## src/rtl/util_cpack_ts_pkg.sv

```systemverilog
// Shared types and constants for the timestamp-framing channel packer.
// Header words carry the 64-bit frame timestamp zero-extended to the packed word width.
package util_cpack_ts_pkg;

    localparam int TS_WIDTH      = 64;
    localparam int EVERY_WIDTH   = 32;
    localparam int OVF_CNT_WIDTH = 16;

    typedef enum logic {
        ST_IDLE   = 1'b0,
        ST_ACTIVE = 1'b1
    } frame_state_e;

    function automatic logic [OVF_CNT_WIDTH-1:0] sat_inc16(input logic [OVF_CNT_WIDTH-1:0] v);
        return (v == {OVF_CNT_WIDTH{1'b1}}) ? v : v + 1'b1;
    endfunction

endpackage

```

## src/rtl/util_cpack_ts_compact.sv

```systemverilog
// Channel compaction: enabled channels are packed towards the LSBs in ascending channel order,
// and the number of enabled channels is reported alongside.
module util_cpack_ts_compact #(
    parameter int NUM  = 4,
    parameter int CH_W = 16,
    parameter int E_W  = 3
) (
    input  logic [NUM-1:0]      enable_i,
    input  logic [NUM*CH_W-1:0] data_i,
    output logic [NUM*CH_W-1:0] data_o,
    output logic [E_W-1:0]      count_o
);

    always_comb begin
        int idx;
        idx     = 0;
        data_o  = '0;
        for (int c = 0; c < NUM; c++) begin
            if (enable_i[c]) begin
                data_o[idx*CH_W +: CH_W] = data_i[c*CH_W +: CH_W];
                idx = idx + 1;
            end
        end
        count_o = E_W'(idx);
    end

endmodule

```

## src/rtl/util_cpack_ts_framer.sv

```systemverilog
// Packs enabled channel samples into wide words and frames every N beats behind a timestamp
// header; words leave through a small queue so a beat that cannot fit is dropped whole.
module util_cpack_ts_framer
    import util_cpack_ts_pkg::*;
#(
    parameter int NUM_OF_CHANNELS     = 4,
    parameter int SAMPLE_DATA_WIDTH   = 16,
    parameter int SAMPLES_PER_CHANNEL = 1,
    parameter int OUT_WIDTH           = 64,
    parameter int QUEUE_DEPTH         = 4
) (
    input  logic                                                         clk,
    input  logic                                                         reset,
    input  logic [63:0]                                                  timestamp,
    input  logic [31:0]                                                  timestamp_every,
    input  logic [NUM_OF_CHANNELS-1:0]                                   enable,
    input  logic                                                         fifo_wr_en,
    input  logic [NUM_OF_CHANNELS*SAMPLES_PER_CHANNEL*SAMPLE_DATA_WIDTH-1:0] fifo_wr_data,
    output logic                                                         fifo_wr_overflow,
    output logic                                                         packed_fifo_wr_en,
    input  logic                                                         packed_fifo_wr_overflow,
    output logic                                                         packed_fifo_wr_sync,
    output logic [OUT_WIDTH-1:0]                                         packed_fifo_wr_data,
    output logic [15:0]                                                  overflow_count
);

    localparam int CH_W   = SAMPLES_PER_CHANNEL * SAMPLE_DATA_WIDTH;
    localparam int IN_W   = NUM_OF_CHANNELS * CH_W;
    localparam int ACC_W  = 2 * OUT_WIDTH;
    localparam int BITS_W = $clog2(ACC_W + 1);
    localparam int E_W    = $clog2(NUM_OF_CHANNELS + 1);
    localparam int PTR_W  = $clog2(QUEUE_DEPTH);
    localparam int CNT_W  = PTR_W + 1;
    localparam int ENT_W  = OUT_WIDTH + 1;

    if (NUM_OF_CHANNELS < 1 || NUM_OF_CHANNELS > 16) begin : g_bad_num
        $error("NUM_OF_CHANNELS must be 1..16");
    end
    if (OUT_WIDTH < TS_WIDTH || (OUT_WIDTH % SAMPLE_DATA_WIDTH) != 0 || IN_W > OUT_WIDTH) begin : g_bad_width
        $error("illegal OUT_WIDTH / sample geometry");
    end
    if (QUEUE_DEPTH < 2 || (1 << PTR_W) != QUEUE_DEPTH) begin : g_bad_depth
        $error("QUEUE_DEPTH must be a power of 2, >= 2");
    end

    logic [IN_W-1:0] compact;
    logic [E_W-1:0]  e_count;

    frame_state_e       state_q, state_d;
    logic [NUM_OF_CHANNELS-1:0] en_q;
    logic [31:0]        f_q, f_d, beat_cnt_q, beat_cnt_d;
    logic [ACC_W-1:0]   acc_q, acc_d;
    logic [BITS_W-1:0]  acc_bits_q, acc_bits_d;
    logic               sync_pend_q, sync_pend_d;
    logic [15:0]        ovf_cnt_q, ovf_cnt_d;
    logic               drop_q, drop_d;
    logic [ENT_W-1:0]   mem_q [QUEUE_DEPTH];
    logic [PTR_W-1:0]   wr_ptr_q, rd_ptr_q;
    logic [CNT_W-1:0]   count_q;
    logic               out_en_q, out_sync_q;
    logic [OUT_WIDTH-1:0] out_data_q;

    logic               en_changed, starting, full, last, flush, hdr, dsync;
    logic               beat_ok, accept, drop, deq;
    logic [BITS_W-1:0]  beat_bits, tot, rem;
    logic [31:0]        f_eff, cnt_eff;
    logic [ACC_W-1:0]   merged;
    logic [1:0]         needed, n_enq;
    logic [CNT_W-1:0]   free_slots;
    logic [ENT_W-1:0]   hdr_word, d0, d1, enq0, enq1;

    util_cpack_ts_compact #(
        .NUM  (NUM_OF_CHANNELS),
        .CH_W (CH_W),
        .E_W  (E_W)
    ) u_compact (
        .enable_i (en_q),
        .data_i   (fifo_wr_data),
        .data_o   (compact),
        .count_o  (e_count)
    );

    // The frame's final beat may complete one word and leave a remainder, so it can emit two
    // data words; it never carries a header unless the frame is a single beat long.
    always_comb begin
        en_changed = (enable != en_q);
        beat_bits  = BITS_W'(e_count) * BITS_W'(CH_W);
        starting   = (state_q == ST_IDLE);
        f_eff      = starting ? timestamp_every : f_q;
        cnt_eff    = starting ? 32'd1 : beat_cnt_q + 32'd1;
        merged     = acc_q | (ACC_W'(compact) << acc_bits_q);
        tot        = acc_bits_q + beat_bits;
        full       = (tot >= BITS_W'(OUT_WIDTH));
        rem        = full ? tot - BITS_W'(OUT_WIDTH) : tot;
        last       = (f_eff != 32'd0) && (cnt_eff == f_eff);
        flush      = last && (rem != '0);
        hdr        = starting && (timestamp_every != 32'd0);
        dsync      = starting ? (timestamp_every == 32'd0) : sync_pend_q;
        needed     = 2'(hdr) + 2'(full | flush) + 2'(full & flush);
        free_slots = CNT_W'(QUEUE_DEPTH) - count_q;
        beat_ok    = fifo_wr_en && !packed_fifo_wr_overflow && !en_changed && (e_count != '0);
        accept     = beat_ok && (free_slots >= CNT_W'(needed));
        drop       = beat_ok && !accept;
        hdr_word   = {1'b1, OUT_WIDTH'(timestamp)};
        d0         = {dsync, merged[OUT_WIDTH-1:0]};
        d1         = {1'b0, merged[ACC_W-1:OUT_WIDTH]};
        enq0       = hdr ? hdr_word : d0;
        enq1       = hdr ? d0 : d1;
        n_enq      = accept ? needed : 2'd0;
        deq        = (count_q != '0);

        state_d     = state_q;
        f_d         = f_q;
        beat_cnt_d  = beat_cnt_q;
        acc_d       = acc_q;
        acc_bits_d  = acc_bits_q;
        sync_pend_d = sync_pend_q;
        ovf_cnt_d   = ovf_cnt_q;
        drop_d      = 1'b0;

        if (packed_fifo_wr_overflow || en_changed || drop) begin
            state_d     = ST_IDLE;
            acc_d       = '0;
            acc_bits_d  = '0;
            sync_pend_d = 1'b0;
            drop_d      = drop;
            if (packed_fifo_wr_overflow) begin
                ovf_cnt_d = sat_inc16(ovf_cnt_q);
            end
        end else if (accept) begin
            if (last) begin
                state_d     = ST_IDLE;
                acc_d       = '0;
                acc_bits_d  = '0;
                sync_pend_d = 1'b0;
            end else begin
                state_d     = ST_ACTIVE;
                f_d         = f_eff;
                beat_cnt_d  = cnt_eff;
                acc_d       = full ? (merged >> OUT_WIDTH) : merged;
                acc_bits_d  = rem;
                sync_pend_d = dsync && !full;
            end
        end
    end

    always_ff @(posedge clk or posedge reset) begin
        if (reset) begin
            state_q     <= ST_IDLE;
            en_q        <= '0;
            f_q         <= '0;
            beat_cnt_q  <= '0;
            acc_q       <= '0;
            acc_bits_q  <= '0;
            sync_pend_q <= 1'b0;
            ovf_cnt_q   <= '0;
            drop_q      <= 1'b0;
            for (int i = 0; i < QUEUE_DEPTH; i++) begin
                mem_q[i] <= '0;
            end
            wr_ptr_q    <= '0;
            rd_ptr_q    <= '0;
            count_q     <= '0;
            out_en_q    <= 1'b0;
            out_sync_q  <= 1'b0;
            out_data_q  <= '0;
        end else begin
            state_q     <= state_d;
            en_q        <= enable;
            f_q         <= f_d;
            beat_cnt_q  <= beat_cnt_d;
            acc_q       <= acc_d;
            acc_bits_q  <= acc_bits_d;
            sync_pend_q <= sync_pend_d;
            ovf_cnt_q   <= ovf_cnt_d;
            drop_q      <= drop_d;
            if (n_enq != 2'd0) begin
                mem_q[wr_ptr_q] <= enq0;
            end
            if (n_enq == 2'd2) begin
                mem_q[PTR_W'(wr_ptr_q + 1'b1)] <= enq1;
            end
            wr_ptr_q    <= wr_ptr_q + PTR_W'(n_enq);
            count_q     <= count_q + CNT_W'(n_enq) - CNT_W'(deq);
            out_en_q    <= deq;
            if (deq) begin
                rd_ptr_q   <= rd_ptr_q + 1'b1;
                out_sync_q <= mem_q[rd_ptr_q][OUT_WIDTH];
                out_data_q <= mem_q[rd_ptr_q][OUT_WIDTH-1:0];
            end else begin
                out_sync_q <= 1'b0;
                out_data_q <= '0;
            end
        end
    end

    assign fifo_wr_overflow    = drop_q;
    assign packed_fifo_wr_en   = out_en_q;
    assign packed_fifo_wr_sync = out_sync_q;
    assign packed_fifo_wr_data = out_data_q;
    assign overflow_count      = ovf_cnt_q;

endmodule
```

## config.mk

```make
export PLATFORM = sky130hd
export DESIGN_NAME = util_cpack_ts_framer
export DESIGN_NICKNAME = d
export VERILOG_FILES = /design/src/rtl/util_cpack_ts_pkg.sv /design/src/rtl/util_cpack_ts_compact.sv /design/src/rtl/util_cpack_ts_framer.sv
export SDC_FILE = /design/constraint.sdc
export NUM_CORES = 2
export LEC_CHECK = 0
export CORE_MARGIN = 2
export CORE_UTILIZATION = 54
export CTS_CLUSTER_DIAMETER = 60
export DETAILED_ROUTE_END_ITERATION = 7
export GPL_TIMING_DRIVEN = 0
export PLACE_DENSITY = 0.78
export RECOVER_POWER = 25
export SETUP_SLACK_MARGIN = 0.4
export SLEW_MARGIN = 20
export SYNTH_ARGS = -nofsm -noshare
export SYNTH_HDL_FRONTEND = slang
export SYNTH_HIERARCHICAL = 1
export SYNTH_SLANG_ARGS = --single-unit
```

## constraint.sdc

```tcl
create_clock -name clk -period 19.2 [get_ports clk]
set_input_delay 4.8 -clock clk [delete_from_list [all_inputs] [get_ports clk]]
set_output_delay 4.8 -clock clk [all_outputs]
set_load 0.02 [all_outputs]
```

==> flow_summary_export.csv <==
group,metric,value,unit
floorplanning,die_y,247,um
clock_tree,cts_tree,"done",
final_layout,fill_cells,4983,
sta,drv_slew,201,
final_layout,final_cell_mix,"dfrtp_1 (552), a21oi_1 (494), nand2_1 (474)",
final_layout,final_nets,4210,
outcome,failed_checks,"capacitance limit, slew limit",
detailed_routing,wirelength,125000,um
sta,whs,485,ps
placed_design,place.gp.congestion,1.06,
logic_synthesis,synth_fa_ha_area_frac,0.0111,
placed_design,portBuffers,250,
worst_setup_path,arrival,13780,ps
worst_setup_path,reg2reg_slack,7210,ps
sta,slew-limit-headroom,-0.262,
sta,finalCritPeriodShare,0.689,
power,vdd_ir_drop_max,91.7,uV
sta,setup_violations,0,
logic_synthesis,synth_simple_gate_area_frac,0.186,
logic_synthesis,yosys-top-cells-area,"dfrtp_1 (43%), a21oi_1 (7.7%), o21ai_0 (5.7%), nand2_1 (5.6%), nor2_1 (5.4%)",
detailed_routing,wl_per_cell,25.8,um
final_layout,final-seq-area,13800,um^2
power,finalPower,3.87,mW
outcome,outcome,"finished with violations",
sta,max_freq,0.0756,GHz
logic_synthesis,yosysSeqAreaShare,0.432,
detailed_routing,routed-via-count,31915,
detailed_routing,vias_per_cell,6.60,
worst_setup_path,endpoint_kind,"flip-flop",
placed_design,hpwl,93000,um
logic_synthesis,synth.largest_area_cell,"dfrtp_1",
sta,fin_tns_setup,0,ps
clock_tree,cts_setup_buffers,0,
clock_tree,root_buffer,"clkbuf_16",
power,power_leakage,16.0,nW
final_layout,final_common_cell,"dfrtp_1",
final_layout,multi_input_comb_area,16800,um^2
logic_synthesis,synth-xor-area-share,0.0217,
floorplanning,die_w,247,um
clock_tree,cts_sinks,552,
sta,worstMarginPinSlew,1890,ps
detailed_routing,first_pass_iters,7,
logic_synthesis,synth_warnings,6,
clock_tree,cts_buffer_depth,3,
logic_synthesis,synth_compound_area_frac,0.215,
detailed_routing,drc_errors,0,
worst_setup_path,worstSetupPathType,"in -> reg",
clock_tree,clk_pin_slew,60,ps
clock_tree,cts_resized,0,
logic_synthesis,synth_area,31900,um^2
clock_tree,clk_latency,660,ps
clock_tree,ctsHoldBuffers,0,
sta,clock_skew,31.3,ps
logic_synthesis,synth_top_area_share,0.432,
detailed_routing,drtIter0Drc,4234,
global_routing,antenna_found_initial,2,
detailed_routing,ant_nets,0,
logic_synthesis,ys_types,81,
worst_hold_path,hold_path.class,"reg -> reg",
logic_synthesis,synth_top_family_by_area,"compound AO/OA/AOI/OAI gates",
sta,finalHoldViolCount,0,
power,power.density,103,nW/um^2
logic_synthesis,syn_area_per_cell,8.67,um^2
logic_synthesis,synth_nets,3877,
global_routing,grt_use_total,0.406,
logic_synthesis,synth_mux_area_frac,0.0911,
job,drv_cap,7,
global_routing,grt_max_degree,37,
sta,fin_crit,13220,ps
global_routing,grt-ovfl-total,0,
logic_synthesis,async_flop_share,1.00,
final_layout,drive_gt1_frac,0.0815,
logic_synthesis,synthCells,3683,
floorplanning,rows,89,
worst_setup_path,required,19760,ps
floorplanning,initial_core_util,0.543,
clock_tree,cts_max_level,2,
floorplanning,pin_count,251,
floorplanning,core_area,58800,um^2
logic_synthesis,yosys_register_bits,552,
worst_setup_path,worst-path-max-fanout,10,
global_routing,grt_pass1_vias,30558,
final_layout,synthToLayoutAreaGrowth,18.0,%
logic_synthesis,synth-edff-count,0,
floorplanning,dieArea,61100,um^2
clock_tree,numCtsBuffers,60,
sta,rsz0062_at_grt,"no",
global_routing,grt_pass1_wl,187000,um
worst_setup_path,cp-start-kind,"primary input",
logic_synthesis,synth_ff_type,"dfrtp_1",
cell type report:
type,instances,area share
tap,773,0.0257
clock buffer,88,0.0461
antenna,1,0.0000664
clock inverter,21,0.00687
inverter,31,0.00312
sequential,552,0.367
multi-input combinational,2786,0.445
timing repair buffer,271,0.0733
buffer,314,0.0332
critical path, cell delays in order:
cell,delay (ps)
clkdlybuf4s50_1,420
or4_1,520
or4_1,560
nor4_1,360
nor2_2,270
inv_2,410
clkbuf_1,710
clkbuf_1,560
fa_1,710
inv_1,130
ha_1,120
o21ai_0,70
and3b_1,230
or2_2,340
nor2_1,610
nand2_1,210
nor3b_1,490
clkbuf_1,750
clkbuf_1,650
clkbuf_1,580
nand2_1,100
o21ai_0,120
metrics by stage:
stage / cell area, um^2 / setup WS [ps] / instances / utilization
final: 37700 / 5980 / 4837 / 0.641
after global routing: 37700 / 6080 / 4836 / 0.641
after global placement: 35400 / 3130 / 4706 / 0.602
after floorplan: 31900 / 6890 / 3683 / -
after detailed placement: 35800 / 5400 / 4727 / 0.609
after CTS: 37800 / 6010 / 4836 / 0.643
cell families (layout without fill, tap and decap cells):
logic type,count (synthesis),after routing
DFF,552,552
muxes,196,196
and+or+nand+nor,1323,1323
other,0,1
adders and majority gates,26,26
AOI/OAI and AO/OA,1162,1162
xor gates and xnor gates,79,79
buffers and inverters,345,725
worst paths after layout:
check,from,to,cells past startpoint
worst max-delay path,timestamp_every[27],mem_q[50]$_DFF_PP0_,22
worst min-delay path,acc_q[55]$_DFFE_PP0P_,acc_q[55]$_DFFE_PP0P_,1
worst max register to register,en_q[1]$_DFF_PP0_,mem_q[50]$_DFF_PP0_,36
worst min register to register,acc_q[55]$_DFFE_PP0P_,acc_q[55]$_DFFE_PP0P_,1
max in group asynchronous,reset,f_q[0]$_DFFE_PP0P_,6
min in group asynchronous,reset,overflow_count[9]$_DFFE_PP0P_,2
metal layers:
| metal | routed length [um] | track usage | share of wire | up-vias |
|---|---|---|---|---|
| met5 | 12 | 0 | 0.000096 | - |
| met4 | 7330 | 0.214 | 0.059 | 2 |
| met3 | 13800 | 0.0843 | 0.11 | 483 |
| li1 | - | - | - | 13715 |
| met2 | 56500 | 0.632 | 0.45 | 2297 |
| met1 | 46900 | 0.536 | 0.38 | 15418 |
sequential cells by signal, indices dropped and copies added (netlist names):
signal               flops
acc_bits_q               4
wr_ptr_q                 2
fifo_wr_overflow         1
beat_cnt_q              32
acc_q                  128
packed_fifo_wr_sync      1
overflow_count          16
mem_q                  260
sync_pend_q              1
packed_fifo_wr_en        1
f_q                     32
packed_fifo_wr_data     64
state_q                  1
count_q                  3
rd_ptr_q                 2
en_q                     4
cells in the mapped netlist, types with 52 or more instances:
library cell,n
nand3_1,61
clkbuf_1,249
dfrtp_1,552
and2_1,74
o21ai_0,366
mux4_2,65
mux2_2,69
nand2_1,474
a22o_1,83
nor2_1,457
mux2i_1,52
a21oi_1,494
nor3_1,67
where the power goes:
| group | total (mW) | internal (mW) | switching, mW | leakage [nW] |
|---|---|---|---|---|
| sequential | 1.53 | 1.38 | 0.153 | 7.53 |
| clock | 1.19 | 0.682 | 0.512 | 0.983 |
| combinational | 1.14 | 0.497 | 0.644 | 7.52 |
| total | 3.87 | 2.56 | 1.31 | 16.0 |
Note: power is estimated with default switching activity, not from simulation.
